### src/rtl/control_pkg.sv
// lc3b_types: LC-3b opcode and ALU operation types shared by control and datapath
package lc3b_types;
  typedef enum logic [3:0] {
    op_br  = 4'b0000, op_add = 4'b0001, op_ldb = 4'b0010, op_stb = 4'b0011,
    op_jsr = 4'b0100, op_and = 4'b0101, op_ldr = 4'b0110, op_str = 4'b0111,
    op_rti = 4'b1000, op_not = 4'b1001, op_ldi = 4'b1010, op_sti = 4'b1011,
    op_jmp = 4'b1100, op_shf = 4'b1101, op_lea = 4'b1110, op_trap = 4'b1111
  } lc3b_opcode;
  typedef enum logic [2:0] {
    alu_add, alu_and, alu_not, alu_pass, alu_sll, alu_srl, alu_sra
  } lc3b_aluop;
endpackage

### src/rtl/control_if.sv
// control_if: control <-> datapath/memory bundle; master = control unit, slave = datapath side
//   opcode, branch_enable, mem_resp : datapath/memory -> control
//   load_*, *mux_sel, aluop         : control -> datapath
//   mem_read, mem_write, mem_byte_enable : control -> memory
interface control_if;
  import lc3b_types::*;
  lc3b_opcode opcode;
  logic branch_enable, mem_resp;
  logic load_pc, load_ir, load_regfile, load_mar, load_mdr, load_cc;
  logic pcmux_sel, storemux_sel, alumux_sel, regfilemux_sel, marmux_sel, mdrmux_sel;
  lc3b_aluop aluop;
  logic mem_read, mem_write;
  logic [1:0] mem_byte_enable;
  modport master (
    input  opcode, branch_enable, mem_resp,
    output load_pc, load_ir, load_regfile, load_mar, load_mdr, load_cc,
           pcmux_sel, storemux_sel, alumux_sel, regfilemux_sel, marmux_sel, mdrmux_sel,
           aluop, mem_read, mem_write, mem_byte_enable
  );
  modport slave (
    output opcode, branch_enable, mem_resp,
    input  load_pc, load_ir, load_regfile, load_mar, load_mdr, load_cc,
           pcmux_sel, storemux_sel, alumux_sel, regfilemux_sel, marmux_sel, mdrmux_sel,
           aluop, mem_read, mem_write, mem_byte_enable
  );
endinterface

### src/rtl/control.sv
// control: LC-3b multicycle Moore controller; clk, async active-low rst_n, bus (control_if.master)
module control
  import lc3b_types::*;
(
  input  logic clk,
  input  logic rst_n,
  control_if.master bus
);
  typedef enum logic [3:0] {
    fetch1, fetch2, fetch3, decode, s_add, s_and, s_not, s_br, s_br_taken,
    s_calc_addr, s_ldr1, s_ldr2, s_str1, s_str2
  } state_t;
  state_t state, next_state;
  always_ff @(posedge clk or negedge rst_n)
    if (!rst_n) state <= fetch1;
    else state <= next_state;
  // Outputs depend on state only, so an async reset shows FETCH1 values at once.
  always_comb begin
    next_state = state;
    bus.load_pc = 1'b0;
    bus.load_ir = 1'b0;
    bus.load_regfile = 1'b0;
    bus.load_mar = 1'b0;
    bus.load_mdr = 1'b0;
    bus.load_cc = 1'b0;
    bus.pcmux_sel = 1'b0;
    bus.storemux_sel = 1'b0;
    bus.alumux_sel = 1'b0;
    bus.regfilemux_sel = 1'b0;
    bus.marmux_sel = 1'b0;
    bus.mdrmux_sel = 1'b0;
    bus.aluop = alu_add;
    bus.mem_read = 1'b0;
    bus.mem_write = 1'b0;
    bus.mem_byte_enable = 2'b11;
    case (state)
      fetch1: begin
        bus.marmux_sel = 1'b1;
        bus.load_mar = 1'b1;
        bus.load_pc = 1'b1;
        next_state = fetch2;
      end
      fetch2, s_ldr1: begin
        bus.mem_read = 1'b1;
        bus.mdrmux_sel = 1'b1;
        bus.load_mdr = 1'b1;
        if (bus.mem_resp) next_state = state == fetch2 ? fetch3 : s_ldr2;
      end
      fetch3: begin
        bus.load_ir = 1'b1;
        next_state = decode;
      end
      decode:
        case (bus.opcode)
          op_add:         next_state = s_add;
          op_and:         next_state = s_and;
          op_not:         next_state = s_not;
          op_br:          next_state = s_br;
          op_ldr, op_str: next_state = s_calc_addr;
          default:        next_state = fetch1;
        endcase
      s_add, s_and, s_not: begin
        bus.aluop = state == s_add ? alu_add : state == s_and ? alu_and : alu_not;
        bus.load_regfile = 1'b1;
        bus.load_cc = 1'b1;
        next_state = fetch1;
      end
      s_br: next_state = bus.branch_enable ? s_br_taken : fetch1;
      s_br_taken: begin
        bus.pcmux_sel = 1'b1;
        bus.load_pc = 1'b1;
        next_state = fetch1;
      end
      s_calc_addr: begin
        bus.alumux_sel = 1'b1;
        bus.load_mar = 1'b1;
        next_state = bus.opcode == op_ldr ? s_ldr1 : s_str1;
      end
      s_ldr2: begin
        bus.regfilemux_sel = 1'b1;
        bus.load_regfile = 1'b1;
        bus.load_cc = 1'b1;
        next_state = fetch1;
      end
      s_str1: begin
        bus.storemux_sel = 1'b1;
        bus.aluop = alu_pass;
        bus.load_mdr = 1'b1;
        next_state = s_str2;
      end
      s_str2: begin
        bus.mem_write = 1'b1;
        if (bus.mem_resp) next_state = fetch1;
      end
      default: next_state = fetch1;
    endcase
  end
endmodule

### src/flat_wrapper.sv
// flat-port wrapper written by rule: the top's interface ports become plain ports
module control_flat import lc3b_types::*;
  (clk, rst_n, bus_opcode, bus_branch_enable, bus_mem_resp, bus_load_pc, bus_load_ir, bus_load_regfile, bus_load_mar, bus_load_mdr, bus_load_cc, bus_pcmux_sel, bus_storemux_sel, bus_alumux_sel, bus_regfilemux_sel, bus_marmux_sel, bus_mdrmux_sel, bus_aluop, bus_mem_read, bus_mem_write, bus_mem_byte_enable);
  control_if bus_i ();
  input  logic clk;
  input  logic rst_n;
  input wire logic [$bits(bus_i.opcode)-1:0] bus_opcode;
  input wire logic [$bits(bus_i.branch_enable)-1:0] bus_branch_enable;
  input wire logic [$bits(bus_i.mem_resp)-1:0] bus_mem_resp;
  output wire logic [$bits(bus_i.load_pc)-1:0] bus_load_pc;
  output wire logic [$bits(bus_i.load_ir)-1:0] bus_load_ir;
  output wire logic [$bits(bus_i.load_regfile)-1:0] bus_load_regfile;
  output wire logic [$bits(bus_i.load_mar)-1:0] bus_load_mar;
  output wire logic [$bits(bus_i.load_mdr)-1:0] bus_load_mdr;
  output wire logic [$bits(bus_i.load_cc)-1:0] bus_load_cc;
  output wire logic [$bits(bus_i.pcmux_sel)-1:0] bus_pcmux_sel;
  output wire logic [$bits(bus_i.storemux_sel)-1:0] bus_storemux_sel;
  output wire logic [$bits(bus_i.alumux_sel)-1:0] bus_alumux_sel;
  output wire logic [$bits(bus_i.regfilemux_sel)-1:0] bus_regfilemux_sel;
  output wire logic [$bits(bus_i.marmux_sel)-1:0] bus_marmux_sel;
  output wire logic [$bits(bus_i.mdrmux_sel)-1:0] bus_mdrmux_sel;
  output wire logic [$bits(bus_i.aluop)-1:0] bus_aluop;
  output wire logic [$bits(bus_i.mem_read)-1:0] bus_mem_read;
  output wire logic [$bits(bus_i.mem_write)-1:0] bus_mem_write;
  output wire logic [$bits(bus_i.mem_byte_enable)-1:0] bus_mem_byte_enable;
  assign bus_i.opcode = bus_opcode;
  assign bus_i.branch_enable = bus_branch_enable;
  assign bus_i.mem_resp = bus_mem_resp;
  assign bus_load_pc = bus_i.load_pc;
  assign bus_load_ir = bus_i.load_ir;
  assign bus_load_regfile = bus_i.load_regfile;
  assign bus_load_mar = bus_i.load_mar;
  assign bus_load_mdr = bus_i.load_mdr;
  assign bus_load_cc = bus_i.load_cc;
  assign bus_pcmux_sel = bus_i.pcmux_sel;
  assign bus_storemux_sel = bus_i.storemux_sel;
  assign bus_alumux_sel = bus_i.alumux_sel;
  assign bus_regfilemux_sel = bus_i.regfilemux_sel;
  assign bus_marmux_sel = bus_i.marmux_sel;
  assign bus_mdrmux_sel = bus_i.mdrmux_sel;
  assign bus_aluop = bus_i.aluop;
  assign bus_mem_read = bus_i.mem_read;
  assign bus_mem_write = bus_i.mem_write;
  assign bus_mem_byte_enable = bus_i.mem_byte_enable;
  control u_core (.clk(clk), .rst_n(rst_n), .bus(bus_i));
endmodule
### config.mk
export PLATFORM = sky130hd
export DESIGN_NAME = control_flat
export DESIGN_NICKNAME = d
export VERILOG_FILES = /design/src/rtl/control_pkg.sv /design/src/rtl/control_if.sv /design/src/rtl/control.sv /design/src/flat_wrapper.sv
export SDC_FILE = /design/constraint.sdc
export NUM_CORES = 1
export LEC_CHECK = 0
export CELL_PAD_IN_SITES_DETAIL_PLACEMENT = 0
export CELL_PAD_IN_SITES_GLOBAL_PLACEMENT = 2
export CORE_ASPECT_RATIO = 0.75
export CORE_UTILIZATION = 20
export DETAILED_ROUTE_END_ITERATION = 8
export PLACE_DENSITY = 0.76
export SYNTH_ARGS = -nofsm -noshare
export SYNTH_HDL_FRONTEND = slang
export SYNTH_SLANG_ARGS = --single-unit
### constraint.sdc
create_clock -name clk -period 2.2 [get_ports clk]
set_clock_uncertainty 0.05 [all_clocks]
set_input_delay 0.66 -clock clk [delete_from_list [all_inputs] [get_ports clk]]
set_output_delay 0.66 -clock clk [all_outputs]
set_load 0.02 [all_outputs]
==> metrics.md, run 1 <==
| Metric | Value |
|---|---|
| Outcome | `finished clean` |
| Sequential fraction of the synthesis area | `17.8%` |
| Hold Vio Cnt, Final | `0` |
| Worst vdd ir | `0.000311 V` |
| Seq cells post-synth | `4` |
| Total grt overflow | `0` |
| Skew-Pair Late Insertion Delay | `0.22 ns` |
| PwrDens | `1290 nW/um^2` |
| Util after Layout | `33.9%` |
| Delay-heaviest family, CP | `flip-flops` |
| Die Ht | `47.9 um` |
| WL final | `1580 um` |
| Slew Viols, Final | `0` |
| Core area | `2640 um^2` |
| DR WL/cell | `10.8 um` |
| Leak | `0.392 nW` |
| Largest register FFs | `4` |
| Fill count | `300` |
| I/O pins | `27` |
| Ys async rst share | `100%` |
| Fin area | `897 um^2` |
| H-tree Lvls | `1` |
| Mux contribution to synthesized area | `0%` |
| Synth Area per Inst | `7.20 um^2` |
| Area grow syn2layout | `59.7%` |
| Min Hold Slack | `0.596 ns` |
| Largest net degree at the start of global routing | `13` |
| Yosys top cell by area | `dfrtp_1` |
| DRC viols | `0` |
| Biggest register | `u_core.state` |
| Final period utilization | `98.7%` |
| Largest family of logic cells by synthesized area | `simple AND/OR/NAND/NOR gates` |
| Synth Cell Area | `562 um^2` |
| Post-CTS setup buffers | `0` |
| Initial Util | `21.3%` |
| Post-synthesis compound-gate area fraction | `18.5%` |
| Antenna cell count | `0` |
| Post-synth EDFFs | `0` |
| Synthesis Warnings | `0` |
| Final Total Pwr | `1.16 mW` |
| Final-stage net count | `120` |
| Most common flop cell mapped by yosys | `dfrtp_1` |
| RSZ-0062 raised after global routing | `true` |
| GPL Wtd Cong | `0.769` |
| Hold WC Path Type | `input pin to async pin` |
| Row count | `16` |
| Yosys cell types | `33` |
| TritonCTS clock tree | `done` |
| CTS buffer count | `3` |
| Via-to-Cell Ratio | `4.40` |
| Layout cells sized above 1 | `30.0%` |
| Adder-cell share of the synthesized area | `0%` |
| Most instantiated cells after synthesis | `7 x buf_2, 7 x nor2_1, 6 x nor3_1` |
| Crit path max fanout | `7` |
| CP Data Required Time | `1.49 ns` |
| First-pass GRT wire length | `2330 um` |
| Biggest regs | `u_core.state x4` |
| Max clock buf depth | `2` |
| CP max stage cell | `dfrtp_1` |
| Highest clock rate | `461 MHz` |
| DR iter-0 viols | `26` |
| DIE AREA | `3030 um^2` |
| Fin crit period | `2.17 ns` |
| Critical path class | `register to output port` |
| Mapped Cells | `78` |
| Post-DRT Antenna Nets | `0` |
| Post-CTS Hold Buffers | `0` |
| Worst EP arrival | `1.46 ns` |
| Vias in the first global route | `529` |
| Post-Synth XOR/XNOR Area | `6.24%` |
| Dpl cell area | `892 um^2` |
| Worst-path clk slew | `0.03 ns` |
| Crit path launch type | `register` |
| CP bufs+invs | `1` |
| Critical Path Start | `u_core.state[2]` |
| Yosys top cell area share | `17.8%` |
| Setup violators final | `0` |
| HPWL Detailed | `1240 um` |
| RR Startpoint | `u_core.state[2]` |
| Max-Cap Viols | `0` |
| Critical-path cell list | `nand2b_1 > o21ai_1 > dlygate4sd2_1` |
| Pre-Repair DR Iteration Count | `4` |
| Crit end category | `output port` |
| Crit path largest cell delay | `0.46 ns` |
| Total GRT Usage | `10.6%` |
| PortBufs | `23` |
| Die X | `63.2 um` |
| Vias | `643` |
| Initial antenna violation count | `0` |
| CTS Sinks | `4` |
| Root Buffer | `clkbuf_8` |
| Post-synthesis simple-gate area fraction | `40.5%` |
| Area contributors post-synth | `dfrtp_1 18%, buf_4 6.7%, buf_2 6.2%, nor3_1 5.3%, nor2_1 4.7%` |
-- per-stage QoR --
stage | setup TNS (ns) | setup WS, ns | std cells
CTS | 0 | 0.0189 | 146
global placement | -0.560 | -0.0759 | 143
detailed placement | -0.908 | -0.108 | 143
global route | -0.0658 | -0.0365 | 146
finish | 0 | 0.0286 | 146
floorplan | 0 | 0.0318 | 79
-- final timing paths --
| path | to | slack, ns | cells after the start |
|---|---|---|---|
| setup reg to reg | u_core.state[0] | 0.48 | 5 |
| hold reg to reg | u_core.state[1] | 0.72 | 2 |
| min in group clk | u_core.state[1] | 0.72 | 2 |
| max in group asynchronous | u_core.state[0] | 1.32 | 1 |
| hold / removal | u_core.state[2] | 0.60 | 1 |
| setup / recovery | bus_load_cc | 0.03 | 3 |
-- repair_timing --
action / 4_1_cts / 5_1_grt
resized for setup: 23 / 13
endpoints found under the setup margin: 16 / 8
gates cloned: 0 / 0
-- per-layer routing --
metal | share of wire (%) | track usage [%]
met1 | 50 | 13.2
met2 | 47 | 17.8
met3 | 2.3 | 2.14
met4 | 0 | 5.45
met5 | 0 | 0
-- logic make-up after synthesis --
| kind of cell | count (synthesis) |
|---|---|
| AND/OR/NAND/NOR | 38 |
| AO/OA/AOI/OAI | 16 |
| other | 2 |
| flip-flops | 4 |
| buffers and inverters | 14 |
| XOR/XNOR | 4 |
-- report_power, final --
| group | switching (mW) | internal [mW] | leakage, nW |
|---|---|---|---|
| combinational | 0.424 | 0.384 | 0.322 |
| sequential | 0.0886 | 0.108 | 0.0476 |
| clock | 0.0402 | 0.117 | 0.0216 |
-- final cells by class --
cell class,count,area [um^2],share of cell area [%]
Tap cell,36,45.0,5.02
Inverter,1,3.75,0.418
Clock buffer,3,41.3,4.60
Timing Repair Buffer,41,325,36.3
Sequential cell,4,104,11.6
Multi-Input combinational cell,61,378,42.1
-- placed cells by master, fill, tap and decap left out, types with 2 or more instances in the layout --
master,n
dfrtp_2,3
clkbuf_8,3
o211ai_1,2
o21ai_0,3
dlygate4sd2_1,9
nand4b_1,2
buf_4,18
nor2_1,7
nor3_1,6
conb_1,3
nand3b_1,3
a21oi_1,5
clkdlybuf4s50_1,7
clkbuf_2,6
xnor2_1,3
nand2_1,5
nand2b_1,3
or3_1,2
Power figures use the tool's default switching activity.
==> run 2: changes to the inputs <==
- CORE_UTILIZATION: 20 -> 30
- DONT_BUFFER_PORTS: not set -> 1
- PLACE_DENSITY: 0.76 -> 0.73
==> metrics.md, run 2 (same netlist as run 1, synthesis figures left out) <==
| Metric | Value |
|---|---|
| Crit path launch type | `register` |
| Vias in the first global route | `458` |
| DR iter-0 viols | `10` |
| Comb pwr share | `66.7%` |
| Commonest non-fill, non-tap cell in the layout | `buf_4` |
| Dpl cell area | `622 um^2` |
| Initial antenna violation count | `0` |
| Fin crit period | `2.11 ns` |
| Core area | `1740 um^2` |
| Max-Cap Viols | `0` |
| CTS Sinks | `4` |
| Post-route insts no fill | `106` |
| Crit end category | `output port` |
| DR WL/cell | `13.0 um` |
| Switch Pwr | `0.498 mW` |
| Fin area | `648 um^2` |
| Highest clock rate | `474 MHz` |
| Crit path max fanout | `12` |
| H-tree Lvls | `1` |
| Worst vdd ir | `0.000472 V` |
| Max clock buf depth | `2` |
| Switching share of power | `51.8%` |
| Area grow syn2layout | `15.4%` |
| First-pass GRT wire length | `2180 um` |
| Row count | `13` |
| Initial Util | `32.3%` |
| Total grt overflow | `0` |
| Leak | `0.248 nW` |
| Die X | `52.0 um` |
| Biggest register | `u_core.state` |
| CTS buffer count | `3` |
| Via-to-Cell Ratio | `5.31` |
| TritonCTS clock tree | `done` |
| Final-stage net count | `94` |
| DRC viols | `0` |
| RSZ-0062 raised after global routing | `false` |
| Layout cells sized above 1 | `27.4%` |
| HPWL Detailed | `996 um` |
| Final setup TNS | `0 ns` |
| DIE AREA | `2050 um^2` |
| CP Data Required Time | `1.49 ns` |
| Outcome | `finished clean` |
| Final period utilization | `95.9%` |
| Hold Vio Cnt, Final | `0` |
| Skew-Pair Late Insertion Delay | `0.24 ns` |
| Largest net degree at the start of global routing | `20` |
| Worst EP arrival | `1.40 ns` |
| Register share of total power | `23.6%` |
| # placed instances | `103` |
| Internal Power | `0.462 mW` |
| Largest register FFs | `4` |
| Die Ht | `39.5 um` |
| Slew Viols, Final | `0` |
| GPL Wtd Cong | `0.715` |
| Fill count | `184` |
| Critical path class | `register to output port` |
| PortBufs | `0` |
| Worst-path clk slew | `0.04 ns` |
| Setup violators final | `0` |
| Antenna cell count | `0` |
| Clock share of power | `9.6%` |
| Total GRT Usage | `15.7%` |
| I/O pins | `27` |
| Most frequent cells in the layout | `15 x buf_4, 7 x nor2_1, 6 x nor3_1, 5 x nand2_1, 5 x a21oi_1` |
| Biggest regs | `u_core.state x4` |
| Post-DRT Antenna Nets | `0` |
| Pre-Repair DR Iteration Count | `4` |
| PwrDens | `1480 nW/um^2` |
| Vias | `563` |
| Root Buffer | `clkbuf_4` |
| Hold WC Path Type | `input pin to async pin` |
| WL final | `1380 um` |
run 2: cell types whose count changed in the layout (fill, tap and decap cells not counted), sizes merged:
cell	previous run	this run
dlygate4sd2	9	0
buf	18	15
clkdlybuf4s15	1	0
clkbuf	9	3
clkdlybuf4s50	7	0
run 2: final cells by class:
class,count,area (um^2),share of cell area [%]
multi-input combinational,61,378,58.3
inverter,1,3.75,0.579
clock buffer,3,22.5,3.47
tap,22,27.5,4.25
timing repair buffer,15,113,17.4
sequential,4,104,16.0
run 2: final timing paths:
check / start / end / slack (ns) / cells past startpoint
setup / recovery: u_core.state[1] / bus_load_mdr / 0.09 / 3
hold / removal: rst_n / u_core.state[0] / 0.07 / 0
setup reg to reg: u_core.state[2] / u_core.state[0] / 0.54 / 4
hold reg to reg: u_core.state[3] / u_core.state[3] / 0.72 / 1
max in group asynchronous: rst_n / u_core.state[1] / 1.96 / 0
min in group clk: bus_opcode[1] / u_core.state[2] / 0.61 / 2
run 2: power by group through the flow:
stage	clock network, mW	registers (mW)	logic (mW)
2_1_floorplan	0	0.112	0.603
3_3_place_gp	0	0.224	0.643
3_5_place_dp	0	0.225	0.644
4_1_cts	0.0950	0.228	0.647
5_1_grt	0.101	0.238	0.705
6_report	0.0924	0.227	0.641
run 2: repair_timing:
action,4_1_cts,5_1_grt
setup endpoints to repair,8,2
resized for setup,2,1
setup buffers,0,0
gates cloned,0,0
hold buffers,0,0
run 2: metrics by stage:
stage	utilization [%]	worst slack [ns]	power [mW]	hold slack, ns
final	37.2	0.0911	0.960	0.0651
after global routing	37.2	0.0167	1.04	0.0547
after CTS	37.2	0.0109	0.970	0.0608
after detailed placement	35.7	0.165	0.869	0.315
after global placement	35.7	0.164	0.867	0.315
after floorplan	-	0.0318	0.716	0.314
run 2: layer usage:
metal / share of wire (%) / vias to the layer above / global-route usage (%)
li1: - / 285 / -
met1: 49 / 261 / 21.1
met2: 44 / 14 / 21.2
met3: 4.9 / 3 / 3.49
met4: 1.8 / 0 / 12.2
met5: 0 / - / 0
run 2: worst max-delay path, cell delays in order, from the launching register on:
cell and delay, ns:
dfrtp_2 0.48, nand2b_1 0.23, o32ai_1 0.26, buf_4 0.19
